===== src/rtl/minex_pkg.sv =====
// Shared definitions for the min-plus / min-times reduction controller.
//   state_t     : controller FSM states (IDLE, RUN, OUT)
//   FUNC_PLUS   : pair operation is a1+a2
//   FUNC_TIMES  : pair operation is a1*a2
//   MINEX_IDENT : min identity (all-ones) at the default width; width-generic
//                 users fill with '1 at their own W.
package minex_pkg;

  typedef enum logic [1:0] {
    IDLE = 2'd0,
    RUN  = 2'd1,
    OUT  = 2'd2
  } state_t;

  localparam logic FUNC_PLUS  = 1'b0;
  localparam logic FUNC_TIMES = 1'b1;

  localparam int unsigned         MINEX_W     = 16;
  localparam logic [MINEX_W-1:0]  MINEX_IDENT = '1;

endpackage


===== src/rtl/minex_core.sv =====
// Combinational 4-pair reduction: forms four pair values from one beat and
// returns the unsigned minimum of those values and the running accumulator.
//   i_func : FUNC_PLUS (sum) or FUNC_TIMES (product)
//   i_data : packed {a1,a2,b1,b2,c1,c2,d1,d2}, a1 in the MSBs
//   i_acc  : current accumulator
//   o_min  : min(pairA, pairB, pairC, pairD, i_acc)
// Macro MINEX_SAT_EN: when defined, pair results above 2^W-1 clamp to
// all-ones; otherwise they wrap modulo 2^W.
module minex_core
  import minex_pkg::*;
#(
  parameter int unsigned W = 16
) (
  input  logic           i_func,
  input  logic [8*W-1:0] i_data,
  input  logic [W-1:0]   i_acc,
  output logic [W-1:0]   o_min
);

  function automatic logic [W-1:0] pair_op(input logic f,
                                           input logic [W-1:0] x,
                                           input logic [W-1:0] y);
`ifdef MINEX_SAT_EN
    logic [2*W-1:0] wide;
    if (f == FUNC_TIMES)
      wide = {{W{1'b0}}, x} * {{W{1'b0}}, y};
    else
      wide = {{W{1'b0}}, x} + {{W{1'b0}}, y};
    if (|wide[2*W-1:W])
      return '1;
    else
      return wide[W-1:0];
`else
    if (f == FUNC_TIMES)
      return x * y;
    else
      return x + y;
`endif
  endfunction

  logic [W-1:0] w_pair;
  logic [W-1:0] w_min;

  always_comb begin
    w_pair = '0;
    w_min  = i_acc;
    for (int unsigned p = 0; p < 4; p++) begin
      w_pair = pair_op(i_func, i_data[(7-2*p)*W +: W], i_data[(6-2*p)*W +: W]);
      if (w_pair < w_min)
        w_min = w_pair;
    end
  end

  assign o_min = w_min;

endmodule


===== src/rtl/minex_reduce_ctrl.sv =====
// Reduction job controller: accepts k_chunks beats of four operand pairs and
// returns the minimum pair value (sum or product) over the whole job.
// Ports:
//   clk, rst        : clock, asynchronous active-high reset
//   start, func,
//   k_chunks        : job request (func/k_chunks sampled on accepted start)
//   busy            : high outside IDLE
//   in_valid/ready,
//   in_data         : operand beat stream {a1,a2,b1,b2,c1,c2,d1,d2}
//   out_valid/ready,
//   out_data        : result handshake
//   done            : pulse in the cycle the result handshake completes
// Macro MINEX_SAT_EN (applied in minex_core) selects saturating pair arithmetic.
module minex_reduce_ctrl
  import minex_pkg::*;
#(
  parameter int unsigned W  = 16,
  parameter int unsigned CW = 8
) (
  input  logic           clk,
  input  logic           rst,
  input  logic           start,
  input  logic           func,
  input  logic [CW-1:0]  k_chunks,
  output logic           busy,
  input  logic           in_valid,
  output logic           in_ready,
  input  logic [8*W-1:0] in_data,
  output logic           out_valid,
  input  logic           out_ready,
  output logic [W-1:0]   out_data,
  output logic           done
);

  state_t        r_state;
  state_t        w_state_next;
  logic          r_func;
  logic [CW-1:0] r_k;
  logic [CW-1:0] r_cnt;
  logic [W-1:0]  r_acc;

  logic          w_start_acc;
  logic          w_beat;
  logic [CW-1:0] w_cnt_inc;
  logic [W-1:0]  w_min;

  assign w_start_acc = (r_state == IDLE) && start;
  assign w_beat      = (r_state == RUN) && in_valid;
  assign w_cnt_inc   = r_cnt + CW'(1);

  minex_core #(
    .W (W)
  ) u_core (
    .i_func (r_func),
    .i_data (in_data),
    .i_acc  (r_acc),
    .o_min  (w_min)
  );

  always_ff @(posedge clk or posedge rst) begin
    if (rst)
      r_state <= IDLE;
    else
      r_state <= w_state_next;
  end

  always_comb begin
    w_state_next = r_state;
    busy         = 1'b0;
    in_ready     = 1'b0;
    out_valid    = 1'b0;
    done         = 1'b0;
    case (r_state)
      IDLE: begin
        if (start)
          w_state_next = (k_chunks == '0) ? OUT : RUN;
      end
      RUN: begin
        busy     = 1'b1;
        in_ready = 1'b1;
        if (in_valid && (w_cnt_inc == r_k))
          w_state_next = OUT;
      end
      OUT: begin
        busy      = 1'b1;
        out_valid = 1'b1;
        if (out_ready) begin
          done         = 1'b1;
          w_state_next = IDLE;
        end
      end
      default: w_state_next = IDLE;
    endcase
  end

  always_ff @(posedge clk or posedge rst) begin
    if (rst) begin
      r_func <= FUNC_PLUS;
      r_k    <= '0;
      r_cnt  <= '0;
      r_acc  <= '1;
    end else if (w_start_acc) begin
      r_func <= func;
      r_k    <= k_chunks;
      r_cnt  <= '0;
      r_acc  <= '1;
    end else if (w_beat) begin
      r_cnt  <= w_cnt_inc;
      r_acc  <= w_min;
    end
  end

  assign out_data = r_acc;

endmodule


===== config.mk =====
export PLATFORM = sky130hd
export DESIGN_NAME = minex_reduce_ctrl
export DESIGN_NICKNAME = d
export VERILOG_FILES = /design/src/rtl/minex_pkg.sv /design/src/rtl/minex_core.sv /design/src/rtl/minex_reduce_ctrl.sv
export SDC_FILE = /design/constraint.sdc
export NUM_CORES = 2
export LEC_CHECK = 0
export ABC_AREA = 0
export CAP_MARGIN = 20
export CORE_ASPECT_RATIO = 1.25
export CORE_MARGIN = 3
export CORE_UTILIZATION = 65
export CTS_BUF_LIST = sky130_fd_sc_hd__clkbuf_8 sky130_fd_sc_hd__clkbuf_16
export DETAILED_ROUTE_END_ITERATION = 8
export PLACE_DENSITY = 0.87
export RECOVER_POWER = 50
export SYNTH_ARGS = -nofsm -noshare
export SYNTH_HDL_FRONTEND = slang
export SYNTH_HIERARCHICAL = 1
export SYNTH_SLANG_ARGS = --single-unit

===== constraint.sdc =====
create_clock -name clk -period 30.3 [get_ports clk]
set_input_delay 6.06 -clock clk [delete_from_list [all_inputs] [get_ports clk]]
set_output_delay 6.06 -clock clk [all_outputs]
set_load 0.005 [all_outputs]

==> impl_metrics.yaml <==
critical_path:
  path_max_fanout: 23
  critical_path.startpoint_type: "input pin"
  reg2reg_from: "r_func$_DFFE_PP0P_"
  critical_path.most_common_cell: "fa_1"
  critPathKind: "input pin to flop"
  max_stage_delay_ns: 0.77
  critPathLaunch: "in_data[97]"
  worstPathRequired_ns: 30.46
  rrSetupSlack_ns: 19.33
  cp.arrival_ns: 20.95
  crit_end: "out_data[4]$_DFFE_PP1P_"
  cpMaxStageDelayCell: "or4_1"
  r2r-end: "out_data[4]$_DFFE_PP1P_"
  end_kind: "flop"
  worstRegToRegCells: 38
placement:
  numPortBuffers: 161
  dp_cells: 3347
  gp_congestion: 0.962
  dp_hpwl_um: 49700
  dp_slack_ns: 9.38
grt:
  grt_util_all_layers_pct: 32.8
  grt_pass1_vias: 21590
  grt_max_degree: 51
  met3_usage_pct: 2.44
  overflow: 0
  antenna_found_initial: 0
  grt_use_met2_pct: 61.0
  busiest_layer: "met2"
  grt_pass1_wl_um: 101000
  grtUsageMet1_pct: 38.2
clock_network:
  clkTransAtPathRegs_ns: 0.06
  cts_tree: "yes"
  numCtsBuffers: 5
  clkSinkCount: 35
  ctsHoldBuffers: 0
  cts_resized: 0
  clock_path_buffers: 2
  postCtsSetupRepairBufs: 0
  clkLatencyLatePin_ns: 0.28
  cts_root_buf: "clkbuf_16"
  cts-htree-levels: 2
sta:
  hold_violations: 0
  drv_slew: 36
  setup_ws_ns: 9.51
  fin_worst_skew_ns: 0.00649
  setup_violations: 0
  fin_hold_ws_ns: 0.520
  setup_tns_ns: 0
  fin_crit_ns: 20.79
  worst_slew_pin_slew_ns: 1.90
  rsz0062_at_grt: "false"
  fmax_mhz: 48.1
  finalCritPeriodShare_pct: 68.6
  slew_headroom_pct: -26.8
synthesis:
  synth_nets: 3578
  syn_area_um2: 22800
  synth_cell_types: 77
  synth_ff_type: "dfrtp_1"
  synth_most_common_cell: "inv_1"
  asyncSetResetFlopFracSynth_pct: 100
  avgSynthCellArea_um2: 8.14
  synth_top_area_share_pct: 28.5
  synth_commonest_cells: "555 x inv_1, 410 x nand2_1, 324 x fa_1"
  synth.yosys.warnings: 6
  synth_cells: 2794
  synth_top_cells_by_area: "fa_1 29%, ha_1 17%, inv_1 9.2%, nand2_1 6.8%, and2_1 6.4%"
  ys_ff_latch: 35
  yosysTopAreaCell: "fa_1"
  synth-edff-count: 0
  ys_seq_area_share_pct: 3.94
run:
  drv_cap: 1
layout:
  diodes: 0
  final_net_count: 3670
  drive_gt1_share_pct: 2.42
  layout.cells.non_filler: 3355
  syn_to_final_growth_pct: 9.16
drt:
  vias_per_cell: 5.89
  totalWireLength_um: 61500
  ant_nets: 0
  dr.pass1.iters: 8
  wl_per_cell_um: 18.3
  drc: 0
  initialDrtViolationCount: 1359
  num_vias: 19747
outcome:
  violations: "capacitance limit, slew limit"
  status: "complete, but fails checks"
floorplan:
  die_w_um: 173
  start_util_pct: 65.9
  core-area_um2: 34500
  fp.dieH_um: 215
  fp-row-count: 76
  io_pins: 162
  fp.dieArea_um2: 37300
worst_hold_path:
  min_path_type: "flop to flop"
kinds of logic after synthesis:
group                    synth area share [%]
AND/OR/NAND/NOR                          18.0
adder cells (fa/ha/maj)                  46.0
buffers and inverters                    10.6
AO/OA/AOI/OAI                            9.63
XOR/XNOR                                 8.18
multiplexers                             3.63
flip-flops                               3.94
per-stage QoR:
| step | instance area, um^2 | util [%] |
|---|---|---|
| after floorplan | 22800 | - |
| after global placement | 24700 | 71.5 |
| after detailed placement | 24700 | 71.5 |
| after CTS | 24800 | 72.0 |
| after global routing | 24800 | 72.0 |
| final | 24800 | 72.0 |
flip-flops by register name, summed over array words and instances, names as in the netlist:
signal and cells:
out_data 16, r_state 2, r_k 8, r_func 1, r_cnt 8
critical path, delay by kind of cell:
kind                     cells  cell delay (ns)
adder cells (fa/ha/maj)     10             3.89
AND/OR/NAND/NOR             13             3.80
AO/OA/AOI/OAI               14             3.23
buffers and inverters        7             1.40
multiplexers                 4             1.39
XOR/XNOR                     5             1.15
layout by cell type (no fill, tap or decap), drive strengths merged, types with 13 or more instances in the layout:
cell,Yosys,layout
a21o,43,43
a21oi,97,97
a31oi,14,14
and2,234,234
clkdlybuf4s50,0,159
dfrtp,19,19
dfstp,16,16
fa,324,324
ha,318,318
inv,555,555
mux2,20,20
mux2i,60,60
nand2,411,411
nand2b,15,15
nand3,33,33
nand4,16,16
nor2,74,74
nor2b,14,14
nor3,13,13
o21a,22,22
o21ai,78,78
xnor2,150,150
xor2,60,60
worst min-delay path by stage:
stage	startpoint	endpoint	slack, ns	depth (start not counted)
6_report	r_k[6]$_DFFE_PP0P_	r_k[6]$_DFFE_PP0P_	0.52	2
5_1_grt	r_k[0]$_DFFE_PP0P_	r_k[0]$_DFFE_PP0P_	0.54	2
4_1_cts	r_k[7]$_DFFE_PP0P_	r_k[7]$_DFFE_PP0P_	0.52	2
3_5_place_dp	r_k[7]$_DFFE_PP0P_	r_k[7]$_DFFE_PP0P_	0.50	2
3_3_place_gp	r_k[1]$_DFFE_PP0P_	r_k[1]$_DFFE_PP0P_	0.48	2
2_1_floorplan	r_k[3]$_DFFE_PP0P_	r_k[3]$_DFFE_PP0P_	0.46	2
routing by layer:
metal | wire length [um] | part of all wire [%] | vias to the layer above
met3 | 3320 | 5.4 | 211
met5 | 0 | 0 | -
met2 | 32200 | 52 | 855
li1 | - | - | 8957
met4 | 2880 | 4.7 | 0
met1 | 23100 | 38 | 9724
cell type report:
cell class,instances,area [um^2]
clock buffer,5,125
timing repair buffer,169,1670
fill,2661,9680
sequential,35,897
tap,468,586
inverter,556,2090
multi-input combinational,2119,19400
clock inverter,3,38.8
Power is left out: the tool's default activity adds up to more than one toggle a clock period on the data nets, which glitch-free logic cannot reach.
